===== config.mk =====
export PLATFORM = sky130hd
export DESIGN_NAME = multi_pulse_gen
export DESIGN_NICKNAME = d
export VERILOG_FILES = /design/src/rtl/multi_pulse_gen.sv
export SDC_FILE = /design/constraint.sdc
export NUM_CORES = 1
export LEC_CHECK = 0
export CORE_MARGIN = 8
export CORE_UTILIZATION = 47
export CTS_CLUSTER_DIAMETER = 200
export CTS_CLUSTER_SIZE = 28
export DETAILED_ROUTE_END_ITERATION = 8
export PLACE_DENSITY_LB_ADDON = 0.1
export SYNTH_ARGS = -nofsm -noshare
export SYNTH_HDL_FRONTEND = slang
export SYNTH_HIERARCHICAL = 1
export SYNTH_SLANG_ARGS = --single-unit
export TNS_END_PERCENT = 1

===== constraint.sdc =====
create_clock -name CLK -period 2.05 [get_ports CLK]
set_input_delay 0.205 -clock CLK [delete_from_list [all_inputs] [get_ports CLK]]
set_output_delay 0.205 -clock CLK [all_outputs]
set_load 0.02 [all_outputs]

===== src/rtl/multi_pulse_gen.sv =====
// Multi-channel level-to-pulse converter: per-channel edge detect + PULSE_LEN-cycle registered pulse.
// Optional feature macro: PULSE_SYNC_EN adds a 2-flop synchroniser per channel ahead of edge detect.

module multi_pulse_gen_ch #(
  parameter int PULSE_LEN = 1,
  parameter int RETRIG    = 1,
  parameter int CW        = 1
) (
  input  logic       clk,
  input  logic       rst,
  input  logic       en,
  input  logic [1:0] edge_sel,
  input  logic       miss_clr,
  input  logic       lvl_i,
  output logic       pulse_o,
  output logic       miss_o
);

  localparam logic [CW-1:0] RELOAD = CW'(PULSE_LEN - 1);
  localparam logic [CW-1:0] ZERO   = '0;
  localparam logic [CW-1:0] ONE    = CW'(1);

  typedef enum logic {IDLE, ACTIVE} state_t;

  state_t          state_q, state_d;
  logic [CW-1:0]   cnt_q, cnt_d;
  logic            pulse_q, pulse_d;
  logic            miss_q, miss_d;
  logic            lvl_q, lvl_d;
  logic            lvl_s;
  logic            rise, fall, edge_det, acc;

`ifdef PULSE_SYNC_EN
  logic sync1_q, sync1_d, sync2_q, sync2_d;

  always_comb begin
    sync1_d = lvl_i;
    sync2_d = sync1_q;
  end

  always_ff @(posedge clk or posedge rst) begin
    if (rst) begin
      sync1_q <= 1'b0;
      sync2_q <= 1'b0;
    end else begin
      sync1_q <= sync1_d;
      sync2_q <= sync2_d;
    end
  end

  assign lvl_s = sync2_q;
`else
  assign lvl_s = lvl_i;
`endif

  // lvl_q tracks independent of EN so re-enabling never manufactures an edge
  always_comb begin
    lvl_d = lvl_s;
    rise  = lvl_s & ~lvl_q;
    fall  = ~lvl_s & lvl_q;
    case (edge_sel)
      2'b01:   edge_det = fall;
      2'b10:   edge_det = rise | fall;
      default: edge_det = rise;
    endcase
    acc = edge_det & en;
  end

  always_ff @(posedge clk or posedge rst) begin
    if (rst) begin
      state_q <= IDLE;
      cnt_q   <= ZERO;
      pulse_q <= 1'b0;
      miss_q  <= 1'b0;
      lvl_q   <= 1'b0;
    end else begin
      state_q <= state_d;
      cnt_q   <= cnt_d;
      pulse_q <= pulse_d;
      miss_q  <= miss_d;
      lvl_q   <= lvl_d;
    end
  end

  always_comb begin
    state_d = state_q;
    cnt_d   = cnt_q;
    case (state_q)
      IDLE: begin
        if (acc) begin
          state_d = ACTIVE;
          cnt_d   = RELOAD;
        end
      end
      ACTIVE: begin
        // cnt==0 reload is the back-to-back case and never counts as a miss
        if (acc && ((cnt_q == ZERO) || (RETRIG != 0))) begin
          cnt_d = RELOAD;
        end else if (cnt_q != ZERO) begin
          cnt_d = cnt_q - ONE;
        end else begin
          state_d = IDLE;
        end
      end
      default: begin
        state_d = IDLE;
        cnt_d   = ZERO;
      end
    endcase
  end

  // Set beats clear when a miss and MISS_CLR coincide
  always_comb begin
    pulse_d = (state_d == ACTIVE);
    miss_d  = miss_q;
    if (miss_clr) miss_d = 1'b0;
    if ((state_q == ACTIVE) && acc && (cnt_q != ZERO) && (RETRIG == 0)) miss_d = 1'b1;
  end

  assign pulse_o = pulse_q;
  assign miss_o  = miss_q;

endmodule

module multi_pulse_gen #(
  parameter int NUM_CH    = 4,
  parameter int PULSE_LEN = 1,
  parameter int RETRIG    = 1
) (
  input  logic              CLK,
  input  logic              RST,
  input  logic              EN,
  input  logic [1:0]        EDGE_SEL,
  input  logic              MISS_CLR,
  input  logic [NUM_CH-1:0] LVL_SIG,
  output logic [NUM_CH-1:0] PULSE_GEN,
  output logic [NUM_CH-1:0] BUSY,
  output logic [NUM_CH-1:0] PULSE_MISS
);

  localparam int CW = $clog2(PULSE_LEN + 1);

  genvar i;
  generate
    for (i = 0; i < NUM_CH; i++) begin : g_ch
      multi_pulse_gen_ch #(
        .PULSE_LEN (PULSE_LEN),
        .RETRIG    (RETRIG),
        .CW        (CW)
      ) u_ch (
        .clk      (CLK),
        .rst      (RST),
        .en       (EN),
        .edge_sel (EDGE_SEL),
        .miss_clr (MISS_CLR),
        .lvl_i    (LVL_SIG[i]),
        .pulse_o  (PULSE_GEN[i]),
        .miss_o   (PULSE_MISS[i])
      );
    end
  endgenerate

  assign BUSY = PULSE_GEN;

endmodule


==> flow_summary_export.csv, run 1 <==
group,metric,value,unit
outcome,outcome,"finished, final reports clean",
flow_run,timing.max_cap.violations,0,
floorplan,design.core.area,0.00132,mm2
finish,utilization_of_the_core_after_routing,61.3,%
place,place.detailed.hpwl,919,um
finish,layout_common_cells,"inv_1, ha_1, clkdlybuf4s50_1",
power,finalPower,413,uW
worst_setup_path,arrival_worst_endpoint,1590,ps
yosys,seq_area_frac_synth,30.1,%
cts,total_clock_buffers_created_by_cts,3,
cts,cts_num_sinks,8,
floorplan,dieHeight,53.6,um
place,placed_cell_area,785,um2
sta,layout_min_cycle_time,1460,ps
sta,setup_viol_count_final,0,
yosys,post_synth_instance_area,666,um2
worst_setup_path,critPathKind,"primary input to register",
yosys,syn_nets,98,
place,place.gp.congestion,0.651,
floorplan,floorplan.initialDensity,50.5,%
detailed_routing,drt_pre_antenna_iters,1,
global_routing,grt_overflow_total,0,
place,pre_cts_slack,315,ps
worst_setup_path,required,2180,ps
yosys,synth-xor-area-share,0,%
cts,cts_tree,"built",
detailed_routing,route.antenna.remaining_nets,0,
finish,antenna_diode_count,0,
yosys,synth.mux.area_fraction,0,%
cts,clk_latency,250,ps
cts,post_cts_resized,0,
sta,fin_skew,0.0514,ps
power,max_vdd_drop,0.282,mV
worst_setup_path,critical_path.startpoint_type,"primary input",
cts,cts_root_buf,"clkbuf_4",
global_routing,busiest_layer,"met2",
cts,htree_num_levels,1,
sta,period_share,71.3,%
detailed_routing,vias,442,
yosys,average_cell_area_after_synthesis,9.24,um2
floorplan,fp.dieArea,0.00288,mm2
sta,timing_max_transition_violations_final,0,
global_routing,wire_length_of_the_first_global_routing_pass,1.65,mm
place,port-buffer-count,16,
global_routing,grt_use_total,7.86,%
global_routing,number_of_global_route_vias_before_repair,432,
detailed_routing,drt_first_iter_violations,0,
yosys,synth_cell_types,9,
floorplan,num_io_pins,22,
finish,mostFrequentLayoutCell,"inv_1",
yosys,synthCells,72,
finish,finalNetCount,111,
detailed_routing,detail_route.wirelength,1.03,mm
finish,layout.cell_area.non_filler,807,um2
global_routing,grt_util_met2,13.5,%
sta,grt_setup_unrepaired,"false",
worst_setup_path,timing.rr.end,"g_ch[0].u_ch/pulse_o",
detailed_routing,drc_errors,0,
finish,share_of_final_layout_standard_cells_stronger_than_drive_strength_1,3.61,%
worst_setup_path,rrSetupSlack,900,ps
sta,max_freq,0.684,GHz
worst_setup_path,worst_reg_to_reg_path_cell_count,3,
cts,ctsHoldBuffers,0,
sta,postLayoutSetupSlackWorst,588,ps
cts,cts-root-to-sink-buffers,2,
sta,final_total_negative_setup_slack,0,ps
global_routing,grt_use_met3,2.20,%
yosys,yosys_warnings,6,
worst_setup_path,regToRegStartpoint,"g_ch[0].u_ch/lvl_q",
global_routing,grt_start_max_net_pins,9,
yosys,synth_compound_gate_area_share,6.02,%
sta,timing_hold_violations_final,0,
cts,clkSlewWorstSetupHoldPaths,50,ps
yosys,synth-seq-cells,8,
power,power_density,511,mW/mm2
floorplan,row_count,13,
worst_setup_path,worst_setup_path_end_kind,"register",
detailed_routing,route.detailed.vias_per_inst,4.51,
cts,post-cts-setup-buffer-count,0,
floorplan,chipWidth,53.6,um
global_routing,grtUsageMet1,7.82,%
global_routing,number_of_antenna_violations_at_the_first_check_in_global_routing,0,
yosys,synthAdderAreaFrac,30.1,%
yosys,synth_top_family_by_area,"adder cells",
finish,areaGrowthSynthToFinish,21.2,%
detailed_routing,drt-wirelength-per-cell,10.5,um
yosys,synth-simple-area-share,11.3,%
power,p_leak,0.000473,uW
hold_path,min_path_type,"primary input to asynchronous set/reset pin",
worst_setup_path,worst_path_maximum_fanout,8,
worst max-delay path by stage:
stage	from	endpoint	slack [ps]
3_3_place_gp	EDGE_SEL[0]	g_ch[1].u_ch/pulse_o	350
6_report	EDGE_SEL[0]	g_ch[0].u_ch/pulse_o	590
4_1_cts	EDGE_SEL[0]	g_ch[0].u_ch/pulse_o	580
3_5_place_dp	EDGE_SEL[0]	g_ch[0].u_ch/pulse_o	320
5_1_grt	EDGE_SEL[0]	g_ch[0].u_ch/pulse_o	520
2_1_floorplan	g_ch[0].u_ch/lvl_q	g_ch[0].u_ch/pulse_o	980
sequential cells by signal, indices dropped and copies added (netlist names):
signal,count
g_ch.u_ch/pulse_o,4
g_ch.u_ch/lvl_q,4
synth_stat cells, drive strengths merged:
master,n,area (um2)
inv,20,75.1
ha,16,200
buf,8,60.1
dfrtp,8,200
and2,4,25.0
conb,4,15.0
nand2b,4,25.0
nor2b,4,25.0
o311a,4,40.0
power by group:
group	switching [uW]	total, uW	internal (uW)
sequential	5.47	174	169
combinational	61.1	120	58.5
clock	51.7	119	66.9
total	118	413	294
metrics by stage:
| step | std cells | hold slack [ps] |
|---|---|---|
| global route | 98 | 249 |
| global placement | 95 | 514 |
| finish | 98 | 243 |
| CTS | 98 | 243 |
| detailed placement | 95 | 519 |
| floorplan | 72 | -53.8 |
layer usage:
layer	routed length, um	vias to the layer above
met5	0	-
met4	14	0
met3	83	2
met2	512	13
met1	421	203
li1	-	224
cell type report:
cell class	instances	area (um2)
Multi-Input combinational cell	36	330
Clock buffer	3	22.5
Timing Repair Buffer	16	160
Fill cell	120	510
Tap cell	15	18.8
Sequential cell	8	200
Inverter	20	75.1
cell families after synthesis:
group / after synthesis
other cells: 4
simple gates: 12
flops: 8
buf+inv: 28
compound gates: 4
fa+ha+maj: 16
worst max-delay path, cell delays in order:
cell,delay [ps]
clkdlybuf4s50_1,610
inv_1,90
ha_1,320
o311a_1,360
Power figures use the tool's default switching activity.
==> run 2, diff against run 1 <==
--- a/config.mk
+++ b/config.mk
@@ -6,7 +6,7 @@
 export NUM_CORES = 1
 export LEC_CHECK = 0
 export CORE_MARGIN = 8
-export CORE_UTILIZATION = 47
+export CORE_UTILIZATION = 40
 export CTS_CLUSTER_DIAMETER = 200
 export CTS_CLUSTER_SIZE = 28
 export DETAILED_ROUTE_END_ITERATION = 8
==> constraint.sdc (replaced) <==
create_clock -name CLK -period 1.3 [get_ports CLK]
set_input_delay 0.13 -clock CLK [delete_from_list [all_inputs] [get_ports CLK]]
set_output_delay 0.13 -clock CLK [all_outputs]
set_load 0.02 [all_outputs]
==> run 2 against run 1 <==
Compared with the run above: clock skew about the same; sequential cell count stayed put; cell area up 2.3%; critical endpoint is now g_ch[2].u_ch/pulse_o; global-route usage increased by 0.38 points; setup slack worse by 460 ps; first-iteration DRC count is 5 higher; combinational power increased by 51%; clock power rose by 62%; via count rose by 0.23%; largest cell class unchanged; non-clock buffer count up 4; die area is 12% higher.
==> flow_summary_export.csv, run 2 (synthesis gave the netlist of run 1 again) <==
group,metric,value,unit
outcome,outcome,"finished, final reports clean",
cts,cts_num_sinks,8,
global_routing,grt_start_max_net_pins,9,
place,place.gp.congestion,0.662,
sta,setup_viol_count_final,0,
floorplan,row_count,14,
cts,clkSlewWorstSetupHoldPaths,60,ps
cts,cts-root-to-sink-buffers,2,
worst_setup_path,critPathKind,"primary input to register",
cts,cts_tree,"built",
detailed_routing,route.detailed.vias_per_inst,4.30,
sta,timing_max_transition_violations_final,0,
sta,period_share,90.1,%
sta,grt_setup_unrepaired,"false",
worst_setup_path,arrival_worst_endpoint,1300,ps
place,port-buffer-count,16,
finish,share_of_final_layout_standard_cells_stronger_than_drive_strength_1,8.05,%
detailed_routing,drt-wirelength-per-cell,10.8,um
hold_path,min_path_type,"primary input to asynchronous set/reset pin",
worst_setup_path,worst_path_maximum_fanout,2,
finish,fillerInstances,153,
finish,finalNetCount,115,
finish,mostFrequentLayoutCell,"inv_1",
worst_setup_path,crit_buf_inv,2,
power,power_frac_comb,27.9,%
floorplan,num_io_pins,22,
worst_setup_path,worst_path_dominant_cell_family,"buffers and inverters",
detailed_routing,drc_errors,0,
sta,final.hold.worst_slack,154,ps
worst_setup_path,critical_path.startpoint_type,"primary input",
global_routing,number_of_global_route_vias_before_repair,520,
power,total_switching_power,194,uW
detailed_routing,route.antenna.remaining_nets,0,
power,p_leak,0.000524,uW
detailed_routing,detail_route.wirelength,1.12,mm
global_routing,grt_use_total,8.24,%
cts,clk_latency,250,ps
worst_setup_path,regToRegStartpoint,"g_ch[2].u_ch/lvl_q",
detailed_routing,dr_wl_met3,76,um
finish,utilization_of_the_core_after_routing,53.6,%
finish,areaGrowthSynthToFinish,24.1,%
worst_setup_path,required,1430,ps
floorplan,design.core.area,0.00154,mm2
sta,timing_hold_violations_final,0,
detailed_routing,drt_first_iter_violations,5,
power,finalPower,648,uW
place,place.detailed.hpwl,928,um
cts,htree_num_levels,1,
worst_setup_path,cp_slowest_stage_delay,480,ps
worst_setup_path,startpoint,"LVL_SIG[2]",
floorplan,dieHeight,56.8,um
detailed_routing,detailroute.wirelength.met2,490,um
flow_run,timing.max_cap.violations,0,
detailed_routing,met1_length,518,um
power,clock_power_share,29.7,%
floorplan,fp.dieArea,0.00323,mm2
sta,final_total_negative_setup_slack,0,ps
cts,cts_root_buf,"clkbuf_4",
cts,total_clock_buffers_created_by_cts,3,
detailed_routing,routed.top_layer,"met4",
sta,max_freq,0.854,GHz
finish,layout_common_cells,"inv_1, ha_1, dlygate4sd2_1",
detailed_routing,vias,443,
floorplan,chipWidth,56.8,um
worst_setup_path,worst_setup_path_end_kind,"register",
global_routing,number_of_antenna_violations_at_the_first_check_in_global_routing,0,
global_routing,grt_overflow_total,0,
power,max_vdd_drop,0.395,mV
worst_setup_path,cp_cell_instances,"clkdlybuf4s50_1, inv_1, ha_1, and2_1, o311a_1",
sta,layout_min_cycle_time,1170,ps
power,power.switching_fraction,29.9,%
power,power_density,784,mW/mm2
floorplan,floorplan.initialDensity,43.2,%
worst_setup_path,cpMaxStageDelayCell,"clkdlybuf4s50_1",
sta,fin_skew,0.300,ps
finish,antenna_diode_count,0,
power,pwr-share-seq,42.3,%
global_routing,wire_length_of_the_first_global_routing_pass,2.15,mm
detailed_routing,drt_pre_antenna_iters,2,
power,p_int,454,uW
## run 2: changes by cell type in the layout (fill, tap and decap cells not counted)
cell | before | now
dlygate4sd2_1 | 0 | 10
clkdlybuf4s50_1 | 16 | 6
buf_4 | 0 | 4
## run 2: worst paths after layout
path	end	slack [ps]	depth (start not counted)
worst max-delay path	g_ch[2].u_ch/pulse_o	130	5
max in group asynchronous	g_ch[0].u_ch/lvl_q	1030	2
worst min-delay path	g_ch[3].u_ch/pulse_o	150	2
worst max register to register	g_ch[2].u_ch/pulse_o	160	3
worst min register to register	g_ch[1].u_ch/pulse_o	790	3
min in group CLK	g_ch[0].u_ch/lvl_q	480	2
## run 2: metrics by stage
| step | cells | cell area (um2) | setup slack, ps |
|---|---|---|---|
| 6_report | 103 | 826 | 128 |
| 5_1_grt | 103 | 826 | 73.8 |
| 4_1_cts | 103 | 826 | 148 |
| 3_5_place_dp | 100 | 816 | -353 |
| 3_3_place_gp | 100 | 816 | -331 |
| 2_1_floorplan | 72 | 666 | 227 |
## run 2: metal layers
metal	GRT usage, %	vias to the layer above
met1	9.44	193
met3	1.80	2
met4	7.05	0
met2	12.5	14
met5	0	-
li1	-	234
## run 2: power groups by stage
stage | clock network [uW] | registers [uW] | logic [uW]
2_1_floorplan | 0 | 292 | 108
6_report | 193 | 274 | 181
5_1_grt | 216 | 276 | 207
3_3_place_gp | 0 | 279 | 198
4_1_cts | 198 | 275 | 184
3_5_place_dp | 0 | 280 | 200
## run 2: layout make-up
| cell class | count | area [um2] | area share [%] |
|---|---|---|---|
| inverters | 20 | 75.1 | 9.09 |
| clock buffers | 3 | 22.5 | 2.73 |
| well taps | 16 | 20.0 | 2.42 |
| multi-input cells | 36 | 330 | 40.0 |
| repair buffers | 20 | 178 | 21.5 |
| flip-flops and latches | 8 | 200 | 24.2 |
## run 2: timing repair
| item | 4_1_cts | 5_1_grt |
|---|---|---|
| hold endpoints to repair | 0 | 0 |
| setup endpoints to repair | 12 | 0 |
| buffers inserted | 0 | 0 |
| hold buffers | 0 | 0 |
| resized for setup | 10 | 0 |
==> run 3, diff against run 2 <==
--- a/config.mk
+++ b/config.mk
@@ -10,7 +10,7 @@
 export CTS_CLUSTER_DIAMETER = 200
 export CTS_CLUSTER_SIZE = 28
 export DETAILED_ROUTE_END_ITERATION = 8
-export PLACE_DENSITY_LB_ADDON = 0.1
+export PLACE_DENSITY = 0.74
 export SYNTH_ARGS = -nofsm -noshare
 export SYNTH_HDL_FRONTEND = slang
 export SYNTH_HIERARCHICAL = 1
==> constraint.sdc (replaced) <==
create_clock -name CLK -period 1.3 [get_ports CLK]
set_input_delay 0.13 -clock CLK [delete_from_list [all_inputs] [get_ports CLK]]
set_output_delay 0.13 -clock CLK [all_outputs]
set_load 0.1 [all_outputs]
==> run 3 against run 2 <==
Compared with the run above: sequential share of layout area down 2.2 points; highest routed layer is now met3; global-route usage down 1.1 points; non-clock buffer count down 1; via count up 4.1%.
==> flow_summary_export.csv, run 3 (synthesis gave the netlist of run 1 again) <==
group,metric,value,unit
outcome,outcome,"finished, final reports clean",
flow_run,timing.max_cap.violations,0,
finish,fillerInstances,147,
global_routing,number_of_antenna_violations_at_the_first_check_in_global_routing,0,
power,total_switching_power,384,uW
power,p_int,526,uW
finish,multi_input_comb_area,330,um2
sta,timing_max_transition_violations_final,0,
sta,postLayoutSetupSlackWorst,131,ps
power,p_leak,0.000530,uW
floorplan,design.core.area,0.00154,mm2
power,clock_power_share,22.8,%
cts,clkSlewWorstSetupHoldPaths,60,ps
floorplan,dieHeight,56.8,um
place,place.gp.congestion,0.688,
global_routing,wire_length_of_the_first_global_routing_pass,1.91,mm
global_routing,grt_overflow_total,0,
place,port-buffer-count,16,
floorplan,num_io_pins,22,
power,power_density,997,mW/mm2
detailed_routing,drc_errors,0,
power,pwr-share-seq,31.6,%
hold_path,min_path_type,"primary input to asynchronous set/reset pin",
worst_setup_path,critical_path.startpoint_type,"primary input",
detailed_routing,route.detailed.vias_per_inst,4.48,
finish,layout.cell_area.non_filler,913,um2
finish,finalNetCount,114,
global_routing,grt_start_max_net_pins,9,
detailed_routing,drt_first_iter_violations,3,
sta,layout_min_cycle_time,1170,ps
cts,cts_root_buf,"clkbuf_4",
sta,setup_viol_count_final,0,
finish,share_of_final_layout_standard_cells_stronger_than_drive_strength_1,17.2,%
floorplan,fp.dieArea,0.00323,mm2
detailed_routing,route.antenna.remaining_nets,0,
finish,areaGrowthSynthToFinish,37.2,%
cts,cts_num_sinks,8,
power,power_frac_comb,45.6,%
worst_setup_path,arrival_worst_endpoint,1300,ps
cts,htree_num_levels,1,
cts,total_clock_buffers_created_by_cts,3,
place,place.detailed.hpwl,965,um
cts,cts_tree,"built",
worst_setup_path,worst_setup_path_end_kind,"register",
floorplan,row_count,14,
sta,max_freq,0.855,GHz
worst_setup_path,critPathKind,"primary input to register",
sta,timing_hold_violations_final,0,
detailed_routing,drt_pre_antenna_iters,3,
finish,mostFrequentLayoutCell,"inv_1",
global_routing,grt_use_total,7.16,%
place,pre_cts_slack,-355,ps
cts,cts-root-to-sink-buffers,2,
global_routing,number_of_global_route_vias_before_repair,483,
cts,post-cts-setup-buffer-count,0,
sta,grt_setup_unrepaired,"false",
floorplan,floorplan.initialDensity,43.2,%
worst_setup_path,required,1430,ps
finish,sequential_cell_area,201,um2
finish,utilization_of_the_core_after_routing,59.3,%
cts,clk_latency,250,ps
finish,layout_common_cells,"inv_1, ha_1, buf_12",
place,post-place-cells,99,
power,max_vdd_drop,0.504,mV
power,power.switching_fraction,42.2,%
worst_setup_path,worst_path_maximum_fanout,3,
place,placed_cell_area,890,um2
floorplan,chipWidth,56.8,um
detailed_routing,vias,461,
sta,period_share,89.9,%
detailed_routing,drt-wirelength-per-cell,10.8,um
finish,final_cell_count_no_fill,103,
detailed_routing,detail_route.wirelength,1.11,mm
sta,fin_skew,0.0598,ps
finish,antenna_diode_count,0,
-- run 3: metal layers --
metal	global-route usage, %	wire (um)	vias to the layer above
li1	-	-	231
met1	8.29	479	215
met2	10.5	520	15
met3	4.04	110	0
met4	3.02	0	0
met5	0	0	-
-- run 3: through the flow --
| stage | setup TNS [ps] | hold WS (ps) | total power (uW) |
|---|---|---|---|
| 6_report | 0 | 153 | 911 |
| 5_1_grt | 0 | 159 | 963 |
| 4_1_cts | 0 | 156 | 923 |
| 3_5_place_dp | -1380 | 430 | 713 |
| 3_3_place_gp | -1220 | 425 | 706 |
| 2_1_floorplan | -462 | -129 | 574 |
-- run 3: worst max-delay path: stages --
cell	delay, ps
clkdlybuf4s50_1	500
inv_1	50
ha_1	180
and2_1	130
o311a_1	310
-- run 3: area by class of cell --
type	count	share of cell area, %
Clock buffer	4	2.88
Inverter	20	8.22
Multi-Input combinational cell	36	36.2
Sequential cell	8	22.1
Tap cell	16	2.19
Timing Repair Buffer	19	28.5
-- run 3: path summary, 6_finish.rpt --
path / slack, ps / to / cells after the start / from
setup / recovery: 130 / g_ch[3].u_ch/pulse_o / 5 / LVL_SIG[3]
hold / removal: 150 / g_ch[2].u_ch/lvl_q / 2 / RST
setup reg to reg: 150 / g_ch[0].u_ch/pulse_o / 3 / g_ch[0].u_ch/lvl_q
hold reg to reg: 790 / g_ch[3].u_ch/pulse_o / 3 / g_ch[3].u_ch/lvl_q
max in group asynchronous: 1020 / g_ch[0].u_ch/pulse_o / 2 / RST
min in group CLK: 380 / g_ch[3].u_ch/lvl_q / 1 / LVL_SIG[3]
-- run 3: power groups by stage --
| stage | combinational [uW] | sequential, uW | clock (uW) |
|---|---|---|---|
| after floorplan | 216 | 358 | 0 |
| final | 415 | 288 | 208 |
| after detailed placement | 420 | 293 | 0 |
| after global routing | 437 | 290 | 236 |
| after global placement | 415 | 292 | 0 |
| after CTS | 419 | 288 | 216 |
-- run 3: what timing repair did --
item,in CTS,in global routing
resized for setup,2,0
hold buffers,0,0
setup endpoints to repair,4,0
